--- src/rtl/sevseg_scan_arbiter_if.sv ---
// Display-source and scan-output bundle for sevseg_scan_arbiter.
// master = sources/observer side, slave = the arbiter itself.
interface sevseg_scan_arbiter_if #(
  parameter int NUM_DIGITS = 8
);
  logic                  dbg_req;
  logic [31:0]           dbg_data;
  logic                  mmio_req;
  logic [31:0]           mmio_data;
  logic [NUM_DIGITS-1:0] an;
  logic [6:0]            sev_out;
  logic                  owner;
  logic                  frame_done;

  modport master (
    output dbg_req, dbg_data, mmio_req, mmio_data,
    input  an, sev_out, owner, frame_done
  );

  modport slave (
    input  dbg_req, dbg_data, mmio_req, mmio_data,
    output an, sev_out, owner, frame_done
  );
endinterface

--- src/rtl/sevseg_scan_arbiter.sv ---
// Multiplexed 7-seg scanner arbitrating a debug and an MMIO source per frame.
// Optional macro SEVSEG_LZ_BLANK_EN blanks leading-zero digits (anodes still driven).

module sevseg_digit_dec (
  input  logic [3:0] nib,
  input  logic       blank,
  output logic [6:0] seg
);
  always_comb begin
    seg = 7'h7F;
    if (!blank) begin
      case (nib)
        4'h0: seg = 7'b0000001;
        4'h1: seg = 7'b1001111;
        4'h2: seg = 7'b0010010;
        4'h3: seg = 7'b0000110;
        4'h4: seg = 7'b1001100;
        4'h5: seg = 7'b0100100;
        4'h6: seg = 7'b0100000;
        4'h7: seg = 7'b0001111;
        4'h8: seg = 7'b0000000;
        4'h9: seg = 7'b0000100;
        4'hA: seg = 7'b0001000;
        4'hB: seg = 7'b1100000;
        4'hC: seg = 7'b0110001;
        4'hD: seg = 7'b1000010;
        4'hE: seg = 7'b0110000;
        default: seg = 7'b0111000;
      endcase
    end
  end
endmodule

module sevseg_scan_arbiter #(
  parameter int NUM_DIGITS   = 8,
  parameter int BLANK_CYCLES = 1,
  parameter int HOLD_FRAMES  = 4
) (
  input  logic                  clk_7seg,
  input  logic                  Rst,
  sevseg_scan_arbiter_if.slave  bus
);
  localparam int             IW       = (NUM_DIGITS > 1) ? $clog2(NUM_DIGITS) : 1;
  localparam int             BW       = $clog2(BLANK_CYCLES + 2);
  localparam logic [IW-1:0]  LAST_IDX = IW'(NUM_DIGITS - 1);
  localparam logic [BW-1:0]  LAST_BLK = BW'((BLANK_CYCLES > 0) ? BLANK_CYCLES - 1 : 0);
  localparam logic [7:0]     HOLD_LIM = 8'(HOLD_FRAMES);

  typedef enum logic [1:0] {IDLE, DRIVE, BLANK} state_t;

  state_t                         state, state_nxt;
  logic [IW-1:0]                  idx;
  logic [BW-1:0]                  bcnt;
  logic [31:0]                    frame;
  logic                           owner;
  logic [7:0]                     hold;
  logic [7:0]                     hold_nxt;
  logic                           advance, last_slot, boundary;
  logic [NUM_DIGITS-1:0]          lz_blank;
  logic [NUM_DIGITS-1:0][6:0]     dig_seg;

  always_comb begin
    advance = 1'b0;
    if (state == DRIVE)      advance = (BLANK_CYCLES == 0);
    else if (state == BLANK) advance = (bcnt == LAST_BLK);
    last_slot = advance && (idx == LAST_IDX);
    boundary  = (state == IDLE) || last_slot;
    hold_nxt  = hold + 8'd1;
  end

  always_ff @(posedge clk_7seg) begin
    if (Rst) state <= IDLE;
    else     state <= state_nxt;
  end

  always_comb begin
    state_nxt = state;
    case (state)
      IDLE:    state_nxt = DRIVE;
      DRIVE:   state_nxt = (BLANK_CYCLES > 0) ? BLANK : DRIVE;
      BLANK:   if (bcnt == LAST_BLK) state_nxt = DRIVE;
      default: state_nxt = IDLE;
    endcase
  end

  // Scan position plus frame arbitration; frame only changes at a boundary.
  always_ff @(posedge clk_7seg) begin
    if (Rst) begin
      idx   <= '0;
      bcnt  <= '0;
      frame <= '0;
      owner <= 1'b0;
      hold  <= '0;
    end else begin
      if (state == BLANK && !advance) bcnt <= bcnt + 1'b1;
      else                            bcnt <= '0;

      if (state == IDLE || last_slot) idx <= '0;
      else if (advance)               idx <= idx + 1'b1;

      if (boundary) begin
        if (bus.dbg_req) begin
          owner <= 1'b1;
          hold  <= '0;
          frame <= bus.dbg_data;
        end else if (owner) begin
          // Debug keeps its last frame on screen until the hold expires.
          if (hold_nxt == HOLD_LIM) begin
            owner <= 1'b0;
            hold  <= '0;
            if (bus.mmio_req) frame <= bus.mmio_data;
          end else begin
            hold <= hold_nxt;
          end
        end else if (bus.mmio_req) begin
          frame <= bus.mmio_data;
        end
      end
    end
  end

`ifdef SEVSEG_LZ_BLANK_EN
  logic [IW-1:0] msnz;
  always_comb begin
    msnz = '0;
    for (int i = 1; i < NUM_DIGITS; i++)
      if (frame[4*i +: 4] != 4'h0) msnz = IW'(i);
  end
  always_comb begin
    lz_blank = '0;
    for (int i = 0; i < NUM_DIGITS; i++) lz_blank[i] = (IW'(i) > msnz);
  end
`else
  assign lz_blank = '0;
`endif

  for (genvar g = 0; g < NUM_DIGITS; g++) begin : g_dig
    sevseg_digit_dec u_dec (
      .nib   (frame[4*g +: 4]),
      .blank (lz_blank[g]),
      .seg   (dig_seg[g])
    );
  end

  always_comb begin
    bus.an         = '1;
    bus.sev_out    = 7'h7F;
    bus.frame_done = last_slot;
    if (state == DRIVE) begin
      bus.an      = ~(NUM_DIGITS'(1) << idx);
      bus.sev_out = dig_seg[idx];
    end
  end

  assign bus.owner = owner;
endmodule

--- src/flat_wrapper.sv ---
// flat-port wrapper written by rule: the top's interface ports become plain ports
module sevseg_scan_arbiter_flat 
#(
  parameter int NUM_DIGITS   = 8,
  parameter int BLANK_CYCLES = 1,
  parameter int HOLD_FRAMES  = 4
)
  (clk_7seg, Rst, bus_dbg_req, bus_dbg_data, bus_mmio_req, bus_mmio_data, bus_an, bus_sev_out, bus_owner, bus_frame_done);
  sevseg_scan_arbiter_if #(.NUM_DIGITS(NUM_DIGITS)) bus_i ();
  input  logic clk_7seg;
  input  logic Rst;
  input wire logic [$bits(bus_i.dbg_req)-1:0] bus_dbg_req;
  input wire logic [$bits(bus_i.dbg_data)-1:0] bus_dbg_data;
  input wire logic [$bits(bus_i.mmio_req)-1:0] bus_mmio_req;
  input wire logic [$bits(bus_i.mmio_data)-1:0] bus_mmio_data;
  output wire logic [$bits(bus_i.an)-1:0] bus_an;
  output wire logic [$bits(bus_i.sev_out)-1:0] bus_sev_out;
  output wire logic [$bits(bus_i.owner)-1:0] bus_owner;
  output wire logic [$bits(bus_i.frame_done)-1:0] bus_frame_done;
  assign bus_i.dbg_req = bus_dbg_req;
  assign bus_i.dbg_data = bus_dbg_data;
  assign bus_i.mmio_req = bus_mmio_req;
  assign bus_i.mmio_data = bus_mmio_data;
  assign bus_an = bus_i.an;
  assign bus_sev_out = bus_i.sev_out;
  assign bus_owner = bus_i.owner;
  assign bus_frame_done = bus_i.frame_done;
  sevseg_scan_arbiter #(.NUM_DIGITS(NUM_DIGITS), .BLANK_CYCLES(BLANK_CYCLES), .HOLD_FRAMES(HOLD_FRAMES)) u_core (.clk_7seg(clk_7seg), .Rst(Rst), .bus(bus_i));
endmodule
--- config.mk ---
export PLATFORM = sky130hd
export DESIGN_NAME = sevseg_scan_arbiter_flat
export DESIGN_NICKNAME = d
export VERILOG_FILES = /design/src/rtl/sevseg_scan_arbiter_if.sv /design/src/rtl/sevseg_scan_arbiter.sv /design/src/flat_wrapper.sv
export SDC_FILE = /design/constraint.sdc
export NUM_CORES = 1
export LEC_CHECK = 0
export ABC_AREA = 1
export BUFFER_PORTS_ARGS = -buffer_cell sky130_fd_sc_hd__buf_2
export CORE_ASPECT_RATIO = 0.5
export CORE_MARGIN = 2
export CORE_UTILIZATION = 35
export CTS_CLUSTER_SIZE = 28
export DETAILED_ROUTE_END_ITERATION = 12
export GPL_ROUTABILITY_DRIVEN = 0
export GPL_TIMING_DRIVEN = 0
export PLACE_DENSITY = 0.63
export SKIP_CTS_REPAIR_TIMING = 1
export SYNTH_ARGS = -nofsm -noshare
export SYNTH_HDL_FRONTEND = slang
export SYNTH_SLANG_ARGS = --single-unit
--- constraint.sdc ---
create_clock -name clk_7seg -period 4.83 [get_ports clk_7seg]
set_clock_uncertainty 0.1 [all_clocks]
set_input_delay 0.2415 -clock clk_7seg [delete_from_list [all_inputs] [get_ports clk_7seg]]
set_output_delay 0.2415 -clock clk_7seg [all_outputs]
set_load 0.02 [all_outputs]
==> results.env <==
DIEHEIGHT_MICRONS=105
FILL_CELLS=2093
MAXIMUM_CLOCK_FREQUENCY_GHz=0.307
SHARE_OF_POST_ROUTE_CELLS_WITH_DRIVE_STRENGTH_ABOVE_1_PCT=17.5
DRTPASS1ITERATIONS=5
CLK_ROOT_BUFFER_CELL='sky130_fd_sc_hd__clkbuf_16'
MAX_CAP_VIOLATIONS=0
R2R_SLACK_PS=1570
SYNTH_XOR_AREA_SHARE_PCT=0.245
SYN_AREA_SQ_UM=7140
FINAL_CELL_MIX='273 x sky130_fd_sc_hd__nand2_1, 117 x sky130_fd_sc_hd__inv_1, 104 x sky130_fd_sc_hd__nand3_1, 104 x sky130_fd_sc_hd__dfxtp_1, 92 x sky130_fd_sc_hd__buf_2'
TIMING.SLEW.HEADROOM_PCT=36.2
MAXUSEDROUTINGLAYER='met4'
AREA_GROWTH_SYN_TO_LAYOUT_PCT=14.1
YOSYS.AREA.TOP_TYPE_SHARE_PCT=29.2
SYNTH_FP_NETS=1141
POST_SYNTH_FA_HA_MAJ_AREA_FRACTION_PCT=9.81
GRT_REMAINING_OVERFLOW=0
DP_HPWL_MICRONS=17200
CP_SLOWEST_STAGE_DELAY_PS=510
RR_STARTPOINT='u_core.idx[1]$_SDFFE_PP0P_'
CRIT_PATH_START_KIND='flip-flop'
ACTUAL_TRANSITION_AT_THE_WORST_MAX_TRANSITION_PIN_PS=957
MULTI_INPUT_AREA_SQ_UM=4340
MET1_LENGTH_MICRONS=10900
WORST_EP_REQUIRED_TIME_PS=4960
AVGSYNTHCELLAREA_SQ_UM=7.02
ANTENNA_CELLS_INSERTED=0
REGISTER_AREA_SQ_UM=2080
CLK_LATENCY_PS=350
NUMBER_OF_SYNTHESIZED_REGISTER_BITS=104
CTS_HTREE_LEVELS=3
SYNTH.AREA.TOP_CELLS='sky130_fd_sc_hd__dfxtp_1 29%, sky130_fd_sc_hd__nand2_1 14%, sky130_fd_sc_hd__ha_1 9.8%, sky130_fd_sc_hd__nand3_1 7.3%, sky130_fd_sc_hd__inv_1 6.2%'
FIRST_GLOBAL_VIAS=6698
DIE_WIDTH_MICRONS=206
CLOCK_TREE.BUFFER_DEPTH=2
GLOBALROUTETOTALUTIL_PCT=20.9
LAYOUT.CELLS.MOST_COMMON='sky130_fd_sc_hd__nand2_1'
ARRIVAL_PS=3380
REG2REG_DEPTH=13
CLOCK_POWER_SHARE_PCT=22.6
POWER.SWITCHING_mW=1.30
LEAKAGE_nW=4.19
REMAINING_DRC_ERRORS=0
YOSYSTOPAREACELL='sky130_fd_sc_hd__dfxtp_1'
SYNTH_COMPOUND_GATE_AREA_SHARE_PCT=9.36
STATUS='finished, final reports clean'
PATH_DEPTH=13
ROUTED_VIA_DENSITY=5.22
MIN_PERIOD_OVER_PERIOD_PCT=67.4
FIRST_ITER_VIOLATIONS=686
COREAREA_SQ_UM=19700
MAXSLEWVIOLCOUNT=0
WORST-SETUP-PATH-TYPE='reg2reg'
TOTALWIRELENGTH_MICRONS=22100
FINAL_CRITICAL_PATH_TIME_INCLUDING_I_O_DELAYS_AND_SETUP_PS=3260
YOSYSUNIQUECELLTYPES=33
SYNTHCELLS=1017
NUMBER_OF_ANTENNA_VIOLATIONS_AT_THE_FIRST_CHECK_IN_GLOBAL_ROUTING=0
CLKSLEWWORSTSETUPHOLDPATHS_PS=80
WORSTPATHMAXFANOUT=10
FINALSETUPVIOLATIONS=0
MIN_PATH_TYPE='in2reg'
CP_NUM_BUF_INV=4
CRITICAL_PATH.CELL_CHAIN='ha_1 -> ha_1 -> inv_1 -> o22ai_4 -> clkbuf_1 -> nand3_1 -> nand3_2 -> inv_1 -> ha_1 -> inv_1 -> nand4_1 -> nand3_1 -> nand2_1'
WL_MET2_MICRONS=8950
FINAL.SETUP.TNS_PS=0
POWER.SHARE.SWITCHING_PCT=41.8
TRITONCTS='done'
HOLD_VIOL_FINAL=0
START_UTIL_PCT=36.2
CP-STARTPOINT='u_core.idx[1]$_SDFFE_PP0P_'
GRT_FIRST_PASS_WIRELENGTH_MICRONS=35300
POWER.SEQUENTIAL.FRACTION_PCT=37.3
YS_WARN_COUNT=0
DESIGN_POWER_TOTAL_mW=3.10
TIMING.HOLD.WS_PS=308
DETAIL_ROUTE_ANTENNA_NETS=0
VIAS=7197
PWR_DENSITY_CELL_nW_PER_UM2=381
INTPOWER_mW=1.81
MUX_CELL_AREA_SHARE_AFTER_SYNTHESIS_PCT=3.36
POWER_FRAC_COMB_PCT=40.1
VDD_DROP_MAX_mV=0.210
CTS_INSERTED_BUFFERS=9
SEQ_AREA_FRAC_SYNTH_PCT=29.2
SINKS_ON_THE_CLOCK_NET=104
MET3_WIRELENGTH_MICRONS=1930
TIMING.CRITICAL_PATH.TO='u_core.g_dig[6].u_dec.seg[6]$_DFF_P_'
NUMPORTBUFFERS=81
END_KIND='flip-flop'
POST_SYNTH_AND_OR_NAND_NOR_AREA_FRACTION_PCT=38.0
GRT_SETUP_UNREPAIRED='false'
FINAL_NETS=1233
PIN_COUNT_OF_THE_BIGGEST_NET_ENTERING_GLOBAL_ROUTING=18
R2R-END='u_core.g_dig[6].u_dec.seg[6]$_DFF_P_'
CRIT_FAMILY='buffers and inverters'
FLOORPLAN.IO_PINS=85
WIRE_PER_INST_MICRONS=16.0
CRIT_PATH_TOP_DELAY_CELL='sky130_fd_sc_hd__dfxtp_1'
SYNTH_TOP_FAMILY_BY_AREA='simple AND/OR/NAND/NOR gates'
FP-ROW-COUNT=36
AREA_OF_THE_DIE_SQ_UM=21600
[synth_stat cells]
| cell type | n |
|---|---|
| sky130_fd_sc_hd__a211oi_1 | 1 |
| sky130_fd_sc_hd__nand2_2 | 22 |
| sky130_fd_sc_hd__a2111oi_0 | 1 |
| sky130_fd_sc_hd__inv_1 | 117 |
| sky130_fd_sc_hd__nand3_1 | 104 |
| sky130_fd_sc_hd__clkbuf_1 | 21 |
| sky130_fd_sc_hd__buf_6 | 4 |
| sky130_fd_sc_hd__xor2_1 | 2 |
| sky130_fd_sc_hd__o21ai_1 | 2 |
| sky130_fd_sc_hd__nor2_1 | 51 |
| sky130_fd_sc_hd__inv_2 | 15 |
| sky130_fd_sc_hd__nand3_4 | 12 |
| sky130_fd_sc_hd__buf_1 | 3 |
| sky130_fd_sc_hd__o22ai_4 | 1 |
| sky130_fd_sc_hd__buf_2 | 11 |
| sky130_fd_sc_hd__nor2_2 | 1 |
| sky130_fd_sc_hd__o211ai_1 | 8 |
| sky130_fd_sc_hd__buf_4 | 4 |
| sky130_fd_sc_hd__a221oi_1 | 1 |
| sky130_fd_sc_hd__a21oi_1 | 12 |
| sky130_fd_sc_hd__ha_1 | 56 |
| sky130_fd_sc_hd__dfxtp_1 | 104 |
| sky130_fd_sc_hd__mux2i_1 | 24 |
| sky130_fd_sc_hd__o21ai_0 | 68 |
| sky130_fd_sc_hd__nand3b_1 | 8 |
| sky130_fd_sc_hd__nand3_2 | 24 |
| sky130_fd_sc_hd__o221ai_1 | 14 |
| sky130_fd_sc_hd__nand2_1 | 273 |
| sky130_fd_sc_hd__nand4_1 | 43 |
| sky130_fd_sc_hd__nand2_4 | 4 |
| sky130_fd_sc_hd__or2_2 | 1 |
| sky130_fd_sc_hd__a22oi_1 | 4 |
| sky130_fd_sc_hd__clkbuf_2 | 1 |
[sequential cells by signal, indices dropped and copies added, names as in the netlist]
name / cells
u_core.idx: 3
u_core.state: 2
u_core.g_dig.u_dec.seg: 56
u_core.bus.owner: 1
u_core.bcnt: 2
u_core.frame: 32
u_core.hold: 8
[layer usage]
metal,up-vias,track usage [%]
li1,3532,-
met1,3340,30.1
met2,301,30.3
met3,24,5.90
met4,0,5.20
met5,-,0
[worst min-delay path by stage]
stage                                        end  cells after the start                 startpoint  slack, ps
floorplan              u_core.bcnt[0]$_SDFF_PP0_                      1  u_core.bcnt[0]$_SDFF_PP0_        290
CTS                 u_core.frame[1]$_SDFFE_PP0N_                      5            bus_dbg_data[1]        300
detailed placement     u_core.bcnt[0]$_SDFF_PP0_                      1  u_core.bcnt[0]$_SDFF_PP0_        310
global placement       u_core.bcnt[0]$_SDFF_PP0_                      1  u_core.bcnt[0]$_SDFF_PP0_        300
finish              u_core.frame[1]$_SDFFE_PP0N_                      5            bus_dbg_data[1]        310
global route         u_core.hold[6]$_SDFFE_PP0P_                      2                        Rst        330
[tightest hold or removal path, cell delays in order]
cell	delay, ps
sky130_fd_sc_hd__buf_2	80
sky130_fd_sc_hd__mux2i_1	60
sky130_fd_sc_hd__nand3_1	110
sky130_fd_sc_hd__nand3_2	150
sky130_fd_sc_hd__inv_1	80
[cell type report]
| type | count | share of cell area (%) |
|---|---|---|
| clock inverters | 5 | 0.507 |
| multi-input cells | 737 | 53.2 |
| repair buffers | 81 | 4.97 |
| flip-flops and latches | 104 | 25.5 |
| clock buffers | 10 | 2.81 |
| well taps | 266 | 4.08 |
| plain buffers | 44 | 2.76 |
| inverters | 132 | 6.08 |
[per-stage QoR]
stage / setup slack [ps] / area (sq um) / cells / utilization, %
detailed placement: 1650 / 7880 / 1364 / 39.9
floorplan: 2340 / 7140 / 1017 / -
global placement: 1750 / 7880 / 1364 / 39.9
CTS: 1630 / 8150 / 1379 / 41.3
finish: 1570 / 8150 / 1379 / 41.3
global route: 1400 / 8150 / 1379 / 41.3
[power groups by stage]
stage / Sequential [mW] / Combinational (mW) / Clock [mW]
after floorplan: 1.13 / 0.894 / 0
after global placement: 1.17 / 1.19 / 0
after detailed placement: 1.17 / 1.21 / 0
after CTS: 1.15 / 1.22 / 0.710
after global routing: 1.17 / 1.39 / 0.741
final: 1.16 / 1.24 / 0.703
[kinds of logic after synthesis]
family	Yosys count
buffers and inverters	176
multiplexers	24
AND/OR/NAND/NOR	543
XOR/XNOR	2
AO/OA/AOI/OAI	112
adder cells (fa/ha/maj)	56
flip-flops	104
No activity file was read; power rests on OpenSTA's default activity.
